==> src/rtl/accumulator_pkg.sv <==
// Shared types and helpers for the channel accumulator: FSM state encoding,
// default output range limits and a width-generic sign-extension helper.
package accumulator_pkg;

    typedef enum logic [1:0] {
        IDLE  = 2'd0,
        ACCUM = 2'd1,
        HOLD  = 2'd2
    } acc_state_t;

    // Working width of the sign-extension helper; callers cast the result
    // down to their own accumulator width.
    localparam int SEXT_W = 128;

    localparam int DEF_OUT_WIDTH = 32;
    localparam logic signed [63:0] OUT_MAX = (64'sd1 <<< (DEF_OUT_WIDTH - 1)) - 64'sd1;
    localparam logic signed [63:0] OUT_MIN = -(64'sd1 <<< (DEF_OUT_WIDTH - 1));

    // Replicates bit w-1 of v into every bit above it.
    function automatic logic [SEXT_W-1:0] sext(input logic [SEXT_W-1:0] v, input int w);
        logic [SEXT_W-1:0] r;
        r = v;
        for (int i = 0; i < SEXT_W; i++) begin
            if (i >= w) r[i] = v[w-1];
        end
        return r;
    endfunction

endpackage

==> src/rtl/acc_post_proc.sv <==
// Combinational post-processing of a final group sum: optional ReLU, then
// overflow detection against the signed output range and clamp or truncate.
module acc_post_proc
    import accumulator_pkg::*;
#(
    parameter int ACC_WIDTH = 40,
    parameter int OUT_WIDTH = 32
) (
    input  logic signed [ACC_WIDTH-1:0] acc,
    input  logic                        relu_en,
    input  logic                        sat_en,
    output logic        [OUT_WIDTH-1:0] data,
    output logic                        sat
);

    // Output range limits sign-extended to accumulator width for comparison.
    localparam logic signed [ACC_WIDTH-1:0] MAX_A =
        {{(ACC_WIDTH - OUT_WIDTH + 1){1'b0}}, {(OUT_WIDTH - 1){1'b1}}};
    localparam logic signed [ACC_WIDTH-1:0] MIN_A =
        {{(ACC_WIDTH - OUT_WIDTH + 1){1'b1}}, {(OUT_WIDTH - 1){1'b0}}};

    logic signed [ACC_WIDTH-1:0] val;
    logic                        over_hi;
    logic                        over_lo;

    always_comb begin
        val = acc;
        if (relu_en && acc[ACC_WIDTH-1]) begin
            val = '0;
        end
        over_hi = (val > MAX_A);
        over_lo = (val < MIN_A);
        sat     = over_hi || over_lo;
        data    = val[OUT_WIDTH-1:0];
        if (sat_en && over_hi) begin
            data = MAX_A[OUT_WIDTH-1:0];
        end else if (sat_en && over_lo) begin
            data = MIN_A[OUT_WIDTH-1:0];
        end
    end

endmodule

==> src/rtl/channel_accumulator.sv <==
// Sums a programmable number of signed partial sums onto a bias per group and
// presents one post-processed result per group on a valid/ready output.
module channel_accumulator
    import accumulator_pkg::*;
#(
    parameter int DATA_WIDTH  = 32,
    parameter int OUT_WIDTH   = 32,
    parameter int ACC_WIDTH   = 40,
    parameter int MAX_CHANNEL = 64,
    parameter int CNT_WIDTH   = $clog2(MAX_CHANNEL + 1)
) (
    input  logic                  clk,
    input  logic                  rst,
    input  logic [CNT_WIDTH-1:0]  cfg_n_channel,
    input  logic                  cfg_relu_en,
    input  logic                  cfg_sat_en,
    input  logic [DATA_WIDTH-1:0] bias_in,
    input  logic                  in_valid,
    output logic                  in_ready,
    input  logic [DATA_WIDTH-1:0] in_data,
    output logic                  out_valid,
    input  logic                  out_ready,
    output logic [OUT_WIDTH-1:0]  out_data,
    output logic                  out_sat,
    output logic [CNT_WIDTH-1:0]  current_no_channel,
    output logic                  busy
);

    // Valid/ready: a beat or result moves on the rising edge where valid and
    // ready are both high; a held result keeps data and sat stable until taken.

    acc_state_t state;
    acc_state_t state_nx;

    logic [CNT_WIDTH-1:0]        n_q;
    logic [CNT_WIDTH-1:0]        n_new;
    logic [CNT_WIDTH-1:0]        cnt;
    logic                        relu_q;
    logic                        sat_q;
    logic                        relu_use;
    logic                        sat_use;
    logic signed [ACC_WIDTH-1:0] acc;
    logic signed [ACC_WIDTH-1:0] acc_nx;
    logic signed [ACC_WIDTH-1:0] bias_x;
    logic signed [ACC_WIDTH-1:0] data_x;
    logic [OUT_WIDTH-1:0]        pp_data;
    logic                        pp_sat;
    logic                        beat;
    logic                        start;
    logic                        finish;
    logic                        out_fire;

    assign bias_x = ACC_WIDTH'(sext(SEXT_W'(bias_in), DATA_WIDTH));
    assign data_x = ACC_WIDTH'(sext(SEXT_W'(in_data), DATA_WIDTH));

    // Zero means a single beat; anything above the supported maximum clamps.
    always_comb begin
        n_new = cfg_n_channel;
        if (cfg_n_channel == '0) begin
            n_new = CNT_WIDTH'(1);
        end else if (cfg_n_channel > CNT_WIDTH'(MAX_CHANNEL)) begin
            n_new = CNT_WIDTH'(MAX_CHANNEL);
        end
    end

    // A beat outside ACCUM always opens a new group (from IDLE, or from HOLD
    // where a beat implies the pending result is leaving the same cycle).
    always_comb begin
        beat     = in_valid && in_ready;
        out_fire = out_valid && out_ready;
        start    = beat && (state != ACCUM);
        finish   = start ? (n_new == CNT_WIDTH'(1))
                         : ((state == ACCUM) && beat && ((cnt + CNT_WIDTH'(1)) == n_q));
        relu_use = start ? cfg_relu_en : relu_q;
        sat_use  = start ? cfg_sat_en  : sat_q;
        acc_nx   = start ? (bias_x + data_x) : (acc + data_x);
    end

    acc_post_proc #(
        .ACC_WIDTH (ACC_WIDTH),
        .OUT_WIDTH (OUT_WIDTH)
    ) u_post_proc (
        .acc     (acc_nx),
        .relu_en (relu_use),
        .sat_en  (sat_use),
        .data    (pp_data),
        .sat     (pp_sat)
    );

    always_ff @(posedge clk) begin
        if (rst) begin
            state <= IDLE;
        end else begin
            state <= state_nx;
        end
    end

    always_comb begin
        state_nx = state;
        case (state)
            IDLE: begin
                if (start) state_nx = finish ? HOLD : ACCUM;
            end
            ACCUM: begin
                if (finish) state_nx = HOLD;
            end
            HOLD: begin
                if (start) begin
                    state_nx = finish ? HOLD : ACCUM;
                end else if (out_fire) begin
                    state_nx = IDLE;
                end
            end
            default: state_nx = IDLE;
        endcase
    end

    always_comb begin
        in_ready  = 1'b0;
        out_valid = 1'b0;
        busy      = 1'b0;
        case (state)
            IDLE:  in_ready = !rst;
            ACCUM: begin
                in_ready = !rst;
                busy     = 1'b1;
            end
            HOLD: begin
                in_ready  = !rst && out_ready;
                out_valid = 1'b1;
                busy      = 1'b1;
            end
            default: ;
        endcase
    end

    always_ff @(posedge clk) begin
        if (rst) begin
            acc      <= '0;
            cnt      <= '0;
            n_q      <= '0;
            relu_q   <= 1'b0;
            sat_q    <= 1'b0;
            out_data <= '0;
            out_sat  <= 1'b0;
        end else begin
            if (start) begin
                n_q    <= n_new;
                relu_q <= cfg_relu_en;
                sat_q  <= cfg_sat_en;
                acc    <= acc_nx;
                cnt    <= CNT_WIDTH'(1);
            end else if ((state == ACCUM) && beat) begin
                acc <= acc_nx;
                cnt <= cnt + CNT_WIDTH'(1);
            end else if ((state == HOLD) && out_fire) begin
                cnt <= '0;
            end
            // The result register only loads on the edge that enters HOLD.
            if (finish) begin
                out_data <= pp_data;
                out_sat  <= pp_sat;
            end
        end
    end

    assign current_no_channel = cnt;

endmodule

==> config.mk <==
export PLATFORM = sky130hd
export DESIGN_NAME = channel_accumulator
export DESIGN_NICKNAME = d
export VERILOG_FILES = /design/src/rtl/accumulator_pkg.sv /design/src/rtl/acc_post_proc.sv /design/src/rtl/channel_accumulator.sv
export SDC_FILE = /design/constraint.sdc
export NUM_CORES = 1
export LEC_CHECK = 0
export ABC_AREA = 1
export CAP_MARGIN = 5
export CORE_MARGIN = 3
export CORE_UTILIZATION = 27
export CTS_CLUSTER_DIAMETER = 200
export DETAILED_ROUTE_END_ITERATION = 6
export SETUP_SLACK_MARGIN = 0.15
export SLEW_MARGIN = 20
export SYNTH_ARGS = -nofsm -noshare
export SYNTH_HDL_FRONTEND = slang
export SYNTH_SLANG_ARGS = --single-unit
==> constraint.sdc <==
create_clock -name clk -period 4.7 [get_ports clk]
set_input_delay 0.94 -clock clk [delete_from_list [all_inputs] [get_ports clk]]
set_output_delay 0.94 -clock clk [all_outputs]
set_load 0.03 [all_outputs]
==> results of run 1 <==
worst register-to-register path, cell delays in order (launching register included):
cell	delay (ns)
dfxtp_1	0.32
ha_1	0.28
fa_1	0.50
nand2_1	0.13
nand3_1	0.11
nand3_1	0.09
nand2_1	0.13
nand2_1	0.09
nand3_1	0.17
nand2_1	0.16
nand2_1	0.06
nand2_1	0.06
nand3_1	0.10
nand2_1	0.15
nand2_1	0.07
nor2_1	0.10
nand2_1	0.08
nand2_1	0.07
nand2_1	0.08
nand3_2	0.09
buf_12	0.18
nand3_1	0.12
nand2_1	0.09
inv_1	0.04
cell usage after synthesis, types with 2 or more instances:
cell,n,area (sq um)
a21oi_1,107,536
inv_1,305,1140
or2_2,8,50.1
xor2_1,25,219
nor2_1,115,432
inv_2,2,7.51
xnor2_1,17,149
a21o_1,3,22.5
o21bai_1,30,225
o21ai_0,131,656
nand3_1,123,616
dfxtp_1,91,1820
o22ai_1,4,25.0
nand4_1,13,81.3
ha_1,76,951
clkinv_1,3,11.3
buf_2,7,35.0
a21boi_0,4,30.0
buf_1,4,15.0
nor2_2,2,12.5
buf_4,4,30.0
a211oi_1,2,15.0
nand2_1,509,1910
clkbuf_1,24,90.1
fa_1,2,40.0
or2_0,2,12.5
a31oi_1,8,50.1
buf_6,3,33.8
nand3_2,3,30.0
nor3_1,12,60.1
layout by cell type, fill, tap and decap left out, types with 8 or more instances in the layout:
cell type / netlist / layout
a31oi_1: 8 / 8
inv_1: 305 / 304
nor2_1: 115 / 115
dfxtp_1: 91 / 91
nand4_1: 13 / 13
nand3_1: 123 / 122
clkdlybuf4s50_1: 0 / 119
xor2_1: 25 / 25
nand2_1: 509 / 508
o21bai_1: 30 / 30
xnor2_1: 17 / 17
o21ai_0: 131 / 131
nor3_1: 12 / 12
ha_1: 76 / 76
or2_2: 8 / 8
clkbuf_16: 0 / 9
a21oi_1: 107 / 107
buf_4: 4 / 12
cell families after synthesis:
| logic type | count (synthesis) | share of synthesized area, % |
|---|---|---|
| AND/OR/NAND/NOR | 793 | 34.5 |
| buffers and inverters | 352 | 14.5 |
| AO/OA/AOI/OAI | 297 | 17.2 |
| flip-flops | 91 | 19.3 |
| adder cells (fa/ha/maj) | 78 | 10.5 |
| XOR/XNOR | 42 | 3.90 |
| multiplexers | 1 | 0.106 |
where the power goes:
part	leakage, nW	total, W	internal [W]	switching (W)
Combinational	5.33	0.00244	0.000817	0.00162
Sequential	0.741	0.000943	0.000878	0.0000647
Clock	0.157	0.000803	0.000481	0.000322
state kept, by name, summed over array words and instances (netlist names):
signal and flops:
acc 40, current_no_channel 7, n_q 7, out_data 32, out_sat 1, relu_q 1, sat_q 1, state 2
path summary, 6_finish.rpt:
| kind | startpoint | endpoint | slack (ns) | cells past startpoint |
|---|---|---|---|---|
| max | in_data[0] | out_data[23] | 0.59 | 24 |
| min | n_q[1] | n_q[1] | 0.48 | 2 |
| max reg2reg | acc[0] | out_data[23] | 1.34 | 23 |
| min reg2reg | n_q[1] | n_q[1] | 0.48 | 2 |
final cells by class:
class / instances / area, sq um / area share (%)
flip-flops and latches: 91 / 1820 / 15.9
repair buffers: 132 / 1300 / 11.4
clock buffers: 12 / 246 / 2.16
inverters: 310 / 1160 / 10.2
clock inverters: 4 / 73.8 / 0.646
well taps: 448 / 561 / 4.91
multi-input cells: 1211 / 6250 / 54.8
per-layer routing:
| metal | vias to the layer above | GRT usage [%] | routed length [um] |
|---|---|---|---|
| li1 | 5443 | - | - |
| met1 | 4640 | 24.2 | 16000 |
| met3 | 42 | 2.04 | 1650 |
| met4 | 0 | 5.62 | 840 |
| met5 | - | 0 | 0 |
| met2 | 261 | 28.4 | 14800 |
per-stage QoR:
stage	util (%)	area, sq um	hold WS, ns	worst slack (ns)
after floorplan	-	9440	0.462	1.37
after global placement	32.7	11100	0.474	0.189
after detailed placement	32.7	11100	0.477	0.0887
after CTS	33.6	11400	0.488	0.459
after global routing	33.6	11400	0.504	0.269
final	33.6	11400	0.485	0.591
repair_timing:
| item | 4_1_cts | 5_1_grt |
|---|---|---|
| hold endpoints to repair | 0 | 0 |
| setup endpoints to repair | 0 | 26 |
| gates resized for setup | 0 | 1 |
| hold buffers | 0 | 0 |
==> results.json, run 1 <==
{
  "drc": 0,
  "synthDistinctLibCells": 45,
  "postCtsSetupBuffers": 0,
  "overflow": 0,
  "n_fill_cell": 3764,
  "synth_area_sq_mm": 0.00944,
  "rows": 67,
  "portBuffers": 119,
  "chipHeight_um": 193,
  "slew_violations": 0,
  "clkLatencyLatePin_ns": 0.36,
  "leakage_nw": 6.23,
  "via_per_inst": 4.70,
  "slowest_delay_ns": 0.50,
  "initial_core_util_pct": 27.8,
  "core_sq_mm": 0.0340,
  "synth_edf_count": 0,
  "root_buffer": "clkbuf_16",
  "htreeDepth": 3,
  "dp_hpwl_um": 27300,
  "start_kind": "input port",
  "clock_path_buffers": 2,
  "final_hold_viol_count": 0,
  "async_flop_share_pct": 0,
  "maxSlewHeadroom_pct": 34.9,
  "crit_type": "in2reg",
  "drv_cap": 0,
  "fin_crit_ns": 4.11,
  "fin_crit_sh_pct": 87.4,
  "crit_chain": "clkdlybuf4s50_1 > ha_1 > inv_1 > fa_1 > nand3b_1 > nand2_1 > nand2_1 > nand2_1 > nand2_1 > nand2_1 > nand2_1 > nand3_1 > nand3_2 > nand2_1 > nand2_1 > nor2_1 > nand2_1 > nand2_1 > nand2_1 > nand3_2 > buf_12 > nand3_1 > nand2_1 > inv_1",
  "ios": 120,
  "insertedDiodeCount": 0,
  "clkSinkCount": 91,
  "finalSetupTns_ns": 0,
  "rsz0062_at_grt": "false",
  "grt_pass1_vias": 9747,
  "end_kind": "register",
  "place.gp.congestion": 0.935,
  "dieArea_sq_mm": 0.0372,
  "drt-total-wl_um": 33200,
  "finalSetupViolCount": 0,
  "grt_pass1_wl_um": 51300,
  "drive_gt1_share_pct": 2.61,
  "grt_max_degree": 65,
  "ys_seq_area_share_pct": 19.3,
  "routedWlPerCell_um": 15.1,
  "synth-seq-cells": 91,
  "peakVddDrop_v": 0.000151,
  "synthFlopType": "dfxtp_1",
  "crit_path_frequent_cell": "nand2_1",
  "instances_no_fill": 2208,
  "path_buf_inv": 4,
  "clk_pin_slew_ns": 0.06,
  "status": "finished, final reports clean",
  "clock_skew_ns": 0.00969,
  "first_iter_violations": 665,
  "ys_warn_count": 0,
  "synth_nets": 1809,
  "postRouteAntennaNets": 0,
  "nNetsFinal": 1910,
  "worst_pin_slew_ns": 0.974,
  "crit_required_ns": 4.95,
  "antenna_found_initial": 0,
  "syn2layout_area_growth_pct": 21.0,
  "power_density_mw_per_mm2": 366,
  "critPathMaxFanout": 32,
  "cts_tree": "done",
  "drt-pass1-iter-count": 5,
  "power_w": 0.00419,
  "synthCells": 1654,
  "critical_path_arrival_ns": 4.36,
  "numCtsBuffers": 9,
  "max_freq_mhz": 243,
  "hold_path.class": "reg2reg",
  "crit_path_top_delay_cell": "clkdlybuf4s50_1",
  "vias": 10400,
  "syn_area_per_cell_sq_um": 5.71,
  "dp.cells": 2192,
  "chipWidth_um": 193,
  "groute.usage.overall_pct": 17.5,
  "path_delay_family": "simple AND/OR/NAND/NOR gates"
}
No activity file was read; power rests on OpenSTA's default activity.
==> inputs of run 2 (changes only) <==
--- a/config.mk
+++ b/config.mk
@@ -8,9 +8,10 @@
 export ABC_AREA = 1
 export CAP_MARGIN = 5
 export CORE_MARGIN = 3
-export CORE_UTILIZATION = 27
+export CORE_UTILIZATION = 45
 export CTS_CLUSTER_DIAMETER = 200
 export DETAILED_ROUTE_END_ITERATION = 6
+export PLACE_DENSITY = 0.67
 export SETUP_SLACK_MARGIN = 0.15
 export SLEW_MARGIN = 20
 export SYNTH_ARGS = -nofsm -noshare
==> run 2 against run 1 <==
Net effect: critical endpoint is now out_data[14]; largest cell class unchanged; core utilization grew 21 points; fmax shrank 1.2%; register-to-register slack is essentially flat; cell area shrank 1.6%; routed wire length shrank 1.6%.
==> results.json, run 2 (synthesis results as in run 1) <==
{
  "crit_type": "in2reg",
  "chipWidth_um": 151,
  "grt_pass1_wl_um": 50700,
  "start_kind": "input port",
  "overflow": 0,
  "chipHeight_um": 151,
  "crit_path_frequent_cell": "nand2_1",
  "clkLatencyLatePin_ns": 0.37,
  "postRouteAntennaNets": 0,
  "rsz0062_at_grt": "false",
  "first_iter_violations": 900,
  "grt_max_degree": 65,
  "worst_pin_slew_ns": 0.933,
  "rows": 52,
  "crit_path_top_delay_cell": "clkdlybuf4s50_1",
  "critPathMaxFanout": 31,
  "peakVddDrop_v": 0.000174,
  "ios": 120,
  "regMostFlops": "acc",
  "leakage_nw": 6.24,
  "finalSetupTns_ns": 0,
  "clock_path_buffers": 2,
  "fin_crit_sh_pct": 88.5,
  "antenna_found_initial": 0,
  "clk_pin_slew_ns": 0.07,
  "cts_tree": "done",
  "clock_skew_ns": 0.0152,
  "grt_pass1_vias": 9575,
  "routedWlPerCell_um": 16.1,
  "finalSetupViolCount": 0,
  "htreeDepth": 3,
  "largest_reg_flops": 40,
  "clkSinkCount": 91,
  "slew_violations": 0,
  "drv_cap": 0,
  "insertedDiodeCount": 0,
  "portBuffers": 119,
  "syn2layout_area_growth_pct": 19.1,
  "max_freq_mhz": 240,
  "fin_crit_ns": 4.16,
  "groute.usage.overall_pct": 28.5,
  "drt-total-wl_um": 32700,
  "drt-pass1-iter-count": 6,
  "n_fill_cell": 2240,
  "critical_path_arrival_ns": 4.46,
  "status": "finished, final reports clean",
  "postCtsSetupBuffers": 0,
  "final_common_cell": "nand2_1",
  "root_buffer": "clkbuf_16",
  "power_density_mw_per_mm2": 383,
  "core_sq_mm": 0.0204,
  "slowest_delay_ns": 0.70,
  "top_regs": "acc x40, out_data x32",
  "nNetsFinal": 1912,
  "drive_gt1_share_pct": 2.84,
  "power_w": 0.00430,
  "crit_chain": "clkdlybuf4s50_1 > ha_1 > nand2_1 > nor2_1 > inv_1 > nor3_1 > nand3_1 > nand3_1 > nand2_1 > nand3_1 > nand2_1 > inv_1 > nand2_1 > nor2_1 > nand3_1 > nand3_2 > buf_4 > nand2_1 > nand3_1 > nand2_1 > inv_1",
  "path_delay_family": "simple AND/OR/NAND/NOR gates",
  "dp_hpwl_um": 26700,
  "numCtsBuffers": 9,
  "crit_required_ns": 5.01,
  "maxSlewHeadroom_pct": 37.7,
  "via_per_inst": 5.17,
  "final_cell_mix": "nand2_1, inv_1, o21ai_0",
  "dieArea_sq_mm": 0.0227,
  "hold_path.class": "reg2reg",
  "vias": 10500,
  "path_buf_inv": 5,
  "drc": 0,
  "end_kind": "register",
  "final_hold_viol_count": 0,
  "initial_core_util_pct": 46.2,
  "place.gp.congestion": 0.971
}
-- run 2: layer usage --
metal	global-route usage, %	wire length, um	vias to the layer above
li1	-	-	5435
met1	43.4	16000	4691
met2	42.4	13500	354
met3	4.13	2630	34
met4	6.62	519	0
met5	0	0	-
-- run 2: timing repair --
action	CTS	global route
hold buffers	0	0
hold endpoints to repair	0	0
gates resized for setup	0	1
setup endpoints to repair	0	10
-- run 2: area by class of cell --
cell class / count / area [sq um] / area share [%]
clock buffer: 9 / 225 / 2.00
clock inverter: 7 / 116 / 1.04
inverter: 310 / 1160 / 10.4
multi-input combinational: 1211 / 6250 / 55.7
sequential: 91 / 1820 / 16.2
tap: 270 / 338 / 3.01
timing repair buffer: 134 / 1320 / 11.7
-- run 2: through the flow --
stage	std cells	area (sq um)	hold WS, ns	setup slack, ns	util, %
floorplan	1654	9440	0.462	1.37	-
global placement	2016	10900	0.465	0.236	53.3
detailed placement	2016	10900	0.471	0.202	53.3
CTS	2032	11200	0.482	0.569	55.0
global route	2032	11200	0.491	0.223	55.0
finish	2032	11200	0.489	0.541	55.0
-- run 2: path summary, 6_finish.rpt --
check / start / end / slack (ns) / cells after the start
max reg2reg: acc[0] / out_data[15] / 1.33 / 23
max: in_data[31] / out_data[14] / 0.54 / 21
min reg2reg: out_data[31] / out_data[31] / 0.49 / 2
min: out_data[31] / out_data[31] / 0.49 / 2
-- run 2: worst min-delay path, delay by kind of cell, from the launching register on --
kind             cells  cell delay (ns)
flip-flops           1             0.32
AND/OR/NAND/NOR      1             0.07
AO/OA/AOI/OAI        1             0.06
-- run 2: power breakdown --
part / internal [W] / switching, W
clock: 0.000519 / 0.000335
combinational: 0.000822 / 0.00168
sequential: 0.000878 / 0.0000690
total: 0.00222 / 0.00209
==> inputs of run 3 (changes only) <==
--- a/config.mk
+++ b/config.mk
@@ -12,7 +12,7 @@
 export CTS_CLUSTER_DIAMETER = 200
 export DETAILED_ROUTE_END_ITERATION = 6
 export PLACE_DENSITY = 0.67
-export SETUP_SLACK_MARGIN = 0.15
+export SETUP_SLACK_MARGIN = 0.4
 export SLEW_MARGIN = 20
 export SYNTH_ARGS = -nofsm -noshare
 export SYNTH_HDL_FRONTEND = slang
==> run 3 against run 2 <==
Net effect: sequential share of layout area hardly changed; fmax is 3.4% higher; sequential power hardly changed; cell area is 0.27% higher; clock power hardly changed; hold slack worse by 0.0024 ns; largest power group unchanged; highest routed layer unchanged.
==> results.json, run 3 (synthesis results as in run 1) <==
{
  "leakage_nw": 6.26,
  "numCtsBuffers": 9,
  "fin_area_sq_mm": 0.0113,
  "regMostFlops": "acc",
  "p_comb_share_pct": 58.2,
  "holdPathStages": 2,
  "critical_path_arrival_ns": 4.28,
  "postCtsSetupBuffers": 0,
  "cts_tree": "done",
  "peakVddDrop_v": 0.000174,
  "overflow": 0,
  "grt_pass1_wl_um": 50700,
  "crit_type": "in2reg",
  "hold_path.class": "reg2reg",
  "grt_pass1_vias": 9575,
  "fin_crit_sh_pct": 85.6,
  "seqPwrFrac_pct": 22.0,
  "rows": 52,
  "clkSinkCount": 91,
  "status": "finished, final reports clean",
  "chipWidth_um": 151,
  "root_buffer": "clkbuf_16",
  "groute.usage.overall_pct": 28.5,
  "rsz0062_at_grt": "false",
  "worst_pin_slew_ns": 0.927,
  "postRouteAntennaNets": 0,
  "syn2layout_area_growth_pct": 19.4,
  "routedWlPerCell_um": 16.1,
  "intPower_w": 0.00223,
  "drt-total-wl_um": 32800,
  "max_freq_mhz": 249,
  "min_to": "out_data[31]",
  "final_hold_viol_count": 0,
  "final_cell_mix": "nand2_1, inv_1, o21ai_0",
  "pre_cts_ws_ns": 0.202,
  "finalSetupViolCount": 0,
  "met3_usage_pct": 4.13,
  "clkLatencyLatePin_ns": 0.37,
  "antenna_found_initial": 0,
  "htreeDepth": 3,
  "via_per_inst": 5.21,
  "hold_start": "out_data[31]",
  "nNetsFinal": 1912,
  "use_met1_pct": 43.4,
  "portBuffers": 119,
  "setup_ws_ns": 0.679,
  "top_regs": "acc x40, out_data x32",
  "drv_cap": 0,
  "r2r_slack_ns": 1.44,
  "clock_skew_ns": 0.0160,
  "cts_hold_buf": 0,
  "dp_hpwl_um": 26700,
  "start_kind": "input port",
  "vias": 10600,
  "clk_pin_slew_ns": 0.07,
  "drive_gt1_share_pct": 3.06,
  "drt-pass1-iter-count": 5,
  "fin_crit_ns": 4.02,
  "swShare_pct": 48.4,
  "dieArea_sq_mm": 0.0227,
  "slew_violations": 0,
  "clock_path_buffers": 2,
  "finalSetupTns_ns": 0,
  "end_kind": "register",
  "worst-r2r-cell-count": 23,
  "largest_reg_flops": 40,
  "crit_required_ns": 4.96,
  "grt.busiest_layer": "met1",
  "r2r-start": "acc[0]",
  "clockPowerShare_pct": 19.8,
  "insertedDiodeCount": 0,
  "initial_core_util_pct": 46.2,
  "final_common_cell": "nand2_1",
  "placed_cell_area_sq_mm": 0.0109,
  "grtUsageMet2_pct": 42.4,
  "drc": 0,
  "first_iter_violations": 840,
  "p_switching_w": 0.00209,
  "core_sq_mm": 0.0204,
  "chipHeight_um": 151,
  "ios": 120,
  "power_density_mw_per_mm2": 383,
  "maxSlewHeadroom_pct": 38.1,
  "critPathMaxFanout": 32,
  "rr_endpoint": "out_data[0]",
  "grt_max_degree": 65,
  "place.gp.congestion": 0.971
}
run 3: changes by cell type in the layout (fill, tap and decap cells not counted), sizes merged:
| cell | before | now |
|---|---|---|
| clkdlybuf4s50 | 119 | 118 |
| dlymetal6s2s | 0 | 1 |
run 3: timing repair:
action | CTS | global route
setup endpoints to repair | 0 | 32
hold endpoints to repair | 0 | 0
resized for setup | 0 | 9
run 3: stage by stage:
stage               utilization, %  std cells  hold slack [ns]  total power, W
global route                  55.1       2032            0.491         0.00465
detailed placement            53.3       2016            0.471         0.00338
floorplan                        -       1654            0.462         0.00263
finish                        55.1       2032            0.487         0.00431
CTS                           55.0       2032            0.482         0.00425
global placement              53.3       2016            0.465         0.00337
run 3: layout make-up:
type | instances | area [sq um]
fill | 2242 | 9160
multi-input combinational | 1211 | 6270
sequential | 91 | 1820
timing repair buffer | 134 | 1330
inverter | 310 | 1160
tap | 270 | 338
clock buffer | 9 | 225
clock inverter | 7 | 116
run 3: routing by layer:
| metal | share of wire, % | vias up | routed length, um |
|---|---|---|---|
| met5 | 0 | - | 0 |
| met3 | 7.5 | 39 | 2450 |
| li1 | - | 5438 | - |
| met4 | 1.7 | 0 | 558 |
| met1 | 49 | 4779 | 16200 |
| met2 | 41 | 337 | 13600 |
run 3: worst max path at each step:
stage,start,endpoint,slack [ns],cells past startpoint
2_1_floorplan,bias_in[0],out_data[10],1.37,24
3_3_place_gp,in_data[31],out_data[6],0.24,21
3_5_place_dp,in_data[1],out_data[28],0.20,24
4_1_cts,in_data[1],out_data[15],0.57,24
5_1_grt,in_data[19],out_data[25],0.41,22
6_report,in_data[21],out_data[0],0.68,22
run 3: worst max-delay path, cell delays in order:
cell	delay, ns
clkdlybuf4s50_1	0.53
ha_1	0.41
nand2_1	0.13
nor2_1	0.32
nand2_1	0.12
nor2_1	0.11
nand2_1	0.07
nand3_1	0.22
nand2_1	0.13
nand3_1	0.09
nand3_1	0.15
nand2_1	0.14
nand2_1	0.06
nor2_1	0.08
nand2_1	0.07
nand2_1	0.07
nand2_1	0.11
nand3_2	0.11
buf_12	0.19
nand3_1	0.10
nand2_1	0.08
inv_1	0.03
run 3: power by group through the flow:
stage | combinational [W] | sequential [W] | clock (W)
floorplan | 0.00168 | 0.000957 | 0
global placement | 0.00241 | 0.000958 | 0
detailed placement | 0.00242 | 0.000961 | 0
CTS | 0.00244 | 0.000945 | 0.000870
global route | 0.00280 | 0.000957 | 0.000898
finish | 0.00251 | 0.000947 | 0.000855
